===== src/rtl/apb_slave_regfile.sv =====
// APB completer: word-addressed bank of 32-bit registers with programmable wait states.
// Register 0 is a read-only ID. Misaligned, out-of-range and read-only accesses get PSLVERR.
module apb_slave_regfile #(
   parameter int unsigned NUM_REGS    = 16,
   parameter int unsigned WAIT_CYCLES = 2,
   parameter logic [31:0] ID_VALUE    = 32'hA0B1_0001
) (
   input  logic        PCLK,
   input  logic        PRESETn,
   input  logic        PSEL,
   input  logic        PENABLE,
   input  logic        PWRITE,
   input  logic [7:0]  PADDR,
   input  logic [31:0] PWDATA,
   output logic        PREADY,
   output logic [31:0] PRDATA,
   output logic        PSLVERR
);

   localparam int unsigned IDX_W    = (NUM_REGS > 1) ? $clog2(NUM_REGS) : 1;
   localparam logic [3:0]  WAIT_C   = 4'(WAIT_CYCLES);
   localparam logic [6:0]  NUM_C    = 7'(NUM_REGS);

   typedef enum logic {
      S_IDLE   = 1'b0,
      S_ACCESS = 1'b1
   } state_t;

   state_t             r_state;
   state_t             w_next_state;
   logic [3:0]         r_cnt;
   logic [3:0]         w_next_cnt;
   logic [IDX_W-1:0]   r_idx;
   logic               r_write;
   logic               r_err;
   logic [31:0]        r_regs [NUM_REGS];

   logic               w_accept;
   logic               w_wr_en;
   logic               w_ready;
   logic               w_setup_err;
   logic [31:0]        w_rdata_sel;

   // Error is decided once, from the setup-phase address and direction.
   assign w_setup_err = (PADDR[1:0] != 2'b00)
                     || ({1'b0, PADDR[7:2]} >= NUM_C)
                     || (PWRITE && (PADDR[7:2] == 6'd0));

   assign w_ready = (r_state == S_ACCESS) && (r_cnt == WAIT_C);

   // NOTE: every output of this block gets a default first so no path leaves it unassigned (no latches).
   always_comb begin
      w_next_state = r_state;
      w_next_cnt   = r_cnt;
      w_accept     = 1'b0;
      w_wr_en      = 1'b0;
      case (r_state)
         S_IDLE: begin
            if (PSEL && !PENABLE) begin
               w_next_state = S_ACCESS;
               w_next_cnt   = '0;
               w_accept     = 1'b1;
            end
         end
         S_ACCESS: begin
            if (!PSEL) begin
               w_next_state = S_IDLE;
               w_next_cnt   = '0;
            end else if (PENABLE && w_ready) begin
               w_next_state = S_IDLE;
               w_next_cnt   = '0;
               w_wr_en      = r_write && !r_err;
            end else if (r_cnt != WAIT_C) begin
               w_next_cnt = r_cnt + 4'd1;
            end
         end
         default: begin
            w_next_state = S_IDLE;
            w_next_cnt   = '0;
         end
      endcase
   end

   // NOTE: sequential state uses non-blocking assignments so every flop samples pre-edge values.
   always_ff @(posedge PCLK or negedge PRESETn) begin
      if (!PRESETn) begin
         r_state <= S_IDLE;
         r_cnt   <= '0;
         r_idx   <= '0;
         r_write <= 1'b0;
         r_err   <= 1'b0;
      end else begin
         r_state <= w_next_state;
         r_cnt   <= w_next_cnt;
         if (w_accept) begin
            r_idx   <= PADDR[2 +: IDX_W];
            r_write <= PWRITE;
            r_err   <= w_setup_err;
         end
      end
   end

   // NOTE: the bank is reset because software relies on registers reading 0 after reset.
   always_ff @(posedge PCLK or negedge PRESETn) begin
      if (!PRESETn) begin
         for (int i = 0; i < int'(NUM_REGS); i++) begin
            r_regs[i] <= '0;
         end
      end else if (w_wr_en) begin
         r_regs[r_idx] <= PWDATA;
      end
   end

   assign w_rdata_sel = (r_idx == '0) ? ID_VALUE : r_regs[r_idx];

   assign PREADY  = w_ready;
   assign PSLVERR = w_ready && r_err;
   assign PRDATA  = (w_ready && !r_write && !r_err) ? w_rdata_sel : '0;

endmodule

===== config.mk =====
export PLATFORM = sky130hd
export DESIGN_NAME = apb_slave_regfile
export DESIGN_NICKNAME = d
export VERILOG_FILES = /design/src/rtl/apb_slave_regfile.sv
export SDC_FILE = /design/constraint.sdc
export NUM_CORES = 1
export LEC_CHECK = 0
export CAP_MARGIN = 30
export CORE_UTILIZATION = 40
export DETAILED_ROUTE_END_ITERATION = 8
export HOLD_SLACK_MARGIN = 0.03
export PLACE_DENSITY_LB_ADDON = 0.2
export SLEW_MARGIN = 10
export SYNTH_ARGS = -nofsm -noshare
export SYNTH_HDL_FRONTEND = slang
export SYNTH_SLANG_ARGS = --single-unit
export TNS_END_PERCENT = 100

===== constraint.sdc =====
create_clock -name PCLK -period 2.4 [get_ports PCLK]
set_input_delay 0.6 -clock PCLK [delete_from_list [all_inputs] [get_ports PCLK]]
set_output_delay 0.6 -clock PCLK [all_outputs]
set_load 0.05 [all_outputs]

# Word-level counts from Yosys, hierarchy flattened
# Cells that the tools add are included.
# totals
regBits	523
elab_cells	70
# op_classes
add_sub_neg	1
n_lt_le_gt_ge	3
eq_ne	4
muxes	21
bitwise	2
reduce_logical	18
# op_table
operator	count
512-bit bitwise mux	1
32-bit 2-to-1 mux	5
32-bit binary-select mux with 4-bit select	1
32-bit demux with 4-bit select	1
4-bit 2-to-1 mux	4
1-bit logical AND	9
4-bit by 2-bit != test with 1-bit output, second input constant	2
4-bit one-hot mux with 2 select lines	1
1-bit 2-to-1 mux	7
6-bit by 5-bit greater-or-equal comparator with 1-bit output, second input constant	1
6-bit zero test	1
5-bit greater-or-equal comparator, second input constant	1
5-bit by 1-bit < comparator with 1-bit output, second input constant	1
4-bit NOT with 5-bit output	1
4-bit by 1-bit adder with 4-bit output, second input constant	1
4-bit by 2-bit equality test with 1-bit output, second input constant	1
4-bit zero test	1
1-bit zero test	3
1-bit logical OR	2
2-bit != test, second input constant	1
1-bit one-hot mux with 2 select lines	1
2-bit AND reduction	1
2-bit nonzero test	1
1-bit NOT	1

# Logic depth before layout (Yosys ltp)
# Gate-level depths: netlist of the first run.
# logic_depth
ltp_word	6
mapped_depth	9

# Worst setup path before layout of the first run
# No wires, ideal clock.
# synth_path
path_kind	reg2out
startpoint	register r_cnt[0]
endpoint	output port PRDATA[10]
arrival_time_ns	2.506
required_ns	1.800
setup_slack_ns	-0.706
path_stages_with_launch	10
path_cell_list	dfrtp_1 > inv_1 > ha_1 > nand4bb_1 > buf_2 > or3_1 > clkbuf_1 > a21o_1 > buf_2 > a21oi_1
# synth_via
elab_chain_cells	5
# synth_lines
element	line_no	source
start, declared	31	logic [3:0] r_cnt;
start signal, assigned	94	r_cnt <= w_next_cnt;
4-bit by 2-bit equality test with 1-bit output	49	assign w_ready = (r_state == S_ACCESS) && (r_cnt == WAIT_C);
1-bit logical AND	49	
1-bit logical AND (2 in a row)	118	assign PRDATA = (w_ready && !r_write && !r_err) ? w_rdata_sel : '0;
32-bit 2-to-1 mux	118	
end, declared	16	output logic [31:0] PRDATA,
# No other way between the ends.

# Worst setup path after layout of the first run
# layout_path
startpoint	register r_idx[0]
endpoint	output port PRDATA[8]
# layout_via
elab_chain_cells	6
# layout_lines
element	line_no	source
start, declared	33	logic [IDX_W-1:0] r_idx;
start signal, assigned	96	r_idx <= PADDR[2 +: IDX_W];
4-bit NOT with 5-bit output (not written as such)	114	assign w_rdata_sel = (r_idx == '0) ? ID_VALUE : r_regs[r_idx];
32-bit binary-select mux with 4-bit select	114	
32-bit 2-to-1 mux (not written as such) (2 in a row)	114	
32-bit 2-to-1 mux *	114	
32-bit 2-to-1 mux *	118	
# Mark *: on every way between the ends. The rest lies on a longest branch, timed or not. The select of a mux whose other input is x is not followed.

==> results of run 1 <==
worst paths after layout:
path	startpoint	end	slack, ns	depth (start not counted)
min in group asynchronous	PRESETn	r_regs[444]	0.53	2
worst max register to register	r_cnt[0]	r_regs[55]	0.14	10
worst max-delay path	r_idx[0]	PRDATA[8]	-0.77	8
worst min register to register	r_regs[13]	r_regs[13]	0.49	1
max in group asynchronous	PRESETn	r_regs[507]	1.02	3
worst min-delay path	r_regs[13]	r_regs[13]	0.49	1
power groups by stage:
| stage | Combinational (mW) | Clock (mW) | Sequential [mW] |
|---|---|---|---|
| after floorplan | 1.01 | 0 | 8.90 |
| after global placement | 2.19 | 0 | 8.94 |
| after detailed placement | 2.20 | 0 | 8.94 |
| after CTS | 2.46 | 9.37 | 8.79 |
| after global routing | 2.63 | 9.73 | 8.78 |
| final | 2.49 | 9.15 | 8.78 |
synthesized netlist by cell type (5+ instances only):
cell type	instances
o21ai_0	6
mux2i_1	24
clkbuf_1	58
mux2_1	9
a22oi_1	53
mux4_2	113
mux2_2	502
buf_6	36
inv_1	5
nor2_1	16
a21oi_1	35
nor2b_1	7
buf_2	30
nand2_1	23
dfrtp_1	516
worst max-delay path, cell delays in order, from the launching register on:
cell     delay (ns)
dfrtp_4        0.51
buf_6          0.15
buf_12         0.14
buf_12         0.14
buf_4          0.13
mux4_2         0.42
a22oi_2        0.20
a21oi_4        0.09
buf_12         0.15
state kept, by name, summed over array words and instances (netlist names):
register and count:
r_regs 505, r_cnt 4, r_idx 4, r_err 1
r_write 1, r_state 1
layer usage:
layer  global-route usage (%)  vias to the layer above
li1                         -                     5967
met1                     28.7                     7481
met2                     34.5                      223
met3                     3.19                      110
met4                     7.22                        0
met5                        0                        -
cell type report:
| cell class | count | share of cell area [%] |
|---|---|---|
| Clock buffer | 75 | 5.41 |
| Sequential cell | 516 | 43.6 |
| Tap cell | 765 | 3.23 |
| Multi-Input combinational cell | 837 | 35.3 |
| Timing Repair Buffer | 256 | 11.2 |
| Antenna cell | 2 | 0.0169 |
| Clock inverter | 30 | 1.25 |
| Inverter | 5 | 0.0717 |
cells by family after synthesis:
family	after synthesis	synth area share [%]
muxes	648	36.3
and+or+nand+nor	70	1.78
DFF	516	54.9
AOI/OAI and AO/OA	115	3.26
adders and majority gates	2	0.106
buffers and inverters	136	3.55
xor gates and xnor gates	1	0.0373
timing repair:
item                       in CTS  in global routing
hold buffers                    1                  0
resized for setup              87                 20
setup endpoints to repair      34                170
gates cloned                    4                  6
pin swaps                      30                 21
hold endpoints to repair       33                  0
setup buffers                   7                  5
==> flow_metrics.tcl, run 1 <==
set metrics [dict create \
    synth_area_sq_um 23500 \
    arrival_ns 2.57 \
    layout_common_cells "dfrtp_1 (513), mux2_2 (502), mux4_2 (113), buf_4 (105), buf_12 (84)" \
    dp_hpwl_mm 37.7 \
    report.final.slew_viol_count 0 \
    finalHoldViolCount 0 \
    min_period_ns 3.17 \
    nFillCells 4851 \
    placed_area_sq_um 26900 \
    grt_first_pass_wirelength_mm 94.8 \
    cts_tree "built" \
    clk_path_buf_depth 3 \
    skew_ns 0.0280 \
    num_vias 13800 \
    setup_violations 33 \
    ir_drop_v 0.000788 \
    p_int_mw 15.4 \
    synthFlopType "dfrtp_1" \
    tightestPinTransition_ns 0.603 \
    period_share_pct 132 \
    status "finished, violations left" \
    yosysSeqAreaShare_pct 54.9 \
    grt_pass1_vias 15100 \
    p_per_area_nw_per_um2 689 \
    seqPwrFrac_pct 43.0 \
    max_freq_mhz 315 \
    dieHeight_microns 244 \
    final_common_cell "dfrtp_1" \
    wl_met2_mm 30.4 \
    grt_setup_unrepaired "yes" \
    finalInstanceArea_sq_um 29700 \
    dp.cells 2358 \
    first_pass_iters 6 \
    drc_errors 0 \
    fp.dieW_microns 244 \
    leakage_nw 14.1 \
    gp_congestion 0.745 \
    synth_cells 1488 \
    routed_via_density 5.54 \
    synth_area_per_cell_sq_um 15.8 \
    fin_cells 2486 \
    num-nets-final 1719 \
    final_core_util_pct 51.2 \
    cts_max_level 2 \
    antenna_found_initial 2 \
    multi_input_comb_area_sq_um 10500 \
    seqCellArea_sq_um 12900 \
    area_growth_pct 26.2 \
    start_util_pct 40.6 \
    end_kind "output port" \
    drv_cap 0 \
    async_flop_share_pct 100 \
    start_kind "flip-flop" \
    cts_root_buf "clkbuf_16" \
    rows 88 \
    setup_ws_ns -0.773 \
    synth_edf_count 0 \
    cts_made_buffers 56 \
    ios 79 \
    ys_ff_latch 516 \
    wl_per_cell_microns 25.2 \
    synth_warnings 0 \
    report.power.total_mw 20.4 \
    die_area_sq_um 59700 \
    critPathKind "reg -> out" \
    synthesis.nets 1535 \
    required_ns 1.80 \
    drive_above_1_share_pct 61.3 \
    clk_latency_ns 0.62 \
    swShare_pct 24.8 \
    wl_met3_mm 2.45 \
    dp_slack_ns -0.284 \
    ant_nets 0 \
    grt_overflow 0 \
    grt_max_degree 82 \
    wl_mm 62.5 \
    core-area_sq_um 57900 \
    yosys-top-cells-area "dfrtp_1 (55%), mux2_2 (24%), mux4_2 (11%)" \
    clkTransAtPathRegs_ns 0.07 \
    violations "negative setup slack" \
    portBuffers 78 \
    slew_headroom_pct 59.7 \
    clock_sinks 516 \
    top_layer "met4" \
    worstPathMaxFanout 8 \
    m1WireLength_mm 28.0 \
    hold_path_class "reg -> reg" \
    drtIter0Drc 742 \
    synth_top_area_cell "dfrtp_1" \
    synth_cell_type_count 39 \
    yosys.area.top_type_share_pct 54.9 \
    tns_ns -23.07 \
    combPwrFrac_pct 12.2 \
    track_usage_pct 21.1 \
    switching_power_mw 5.07 \
    whs_ns 0.491 \
    clockPowerShare_pct 44.8 \
]
Note: power is estimated with default switching activity, not from simulation.
==> run 2, diff against run 1 <==
Settings changed: TNS_END_PERCENT 100 to unset.
==> results of run 2 <==
Final layout, timing and power as in run 1 (identical DEF).
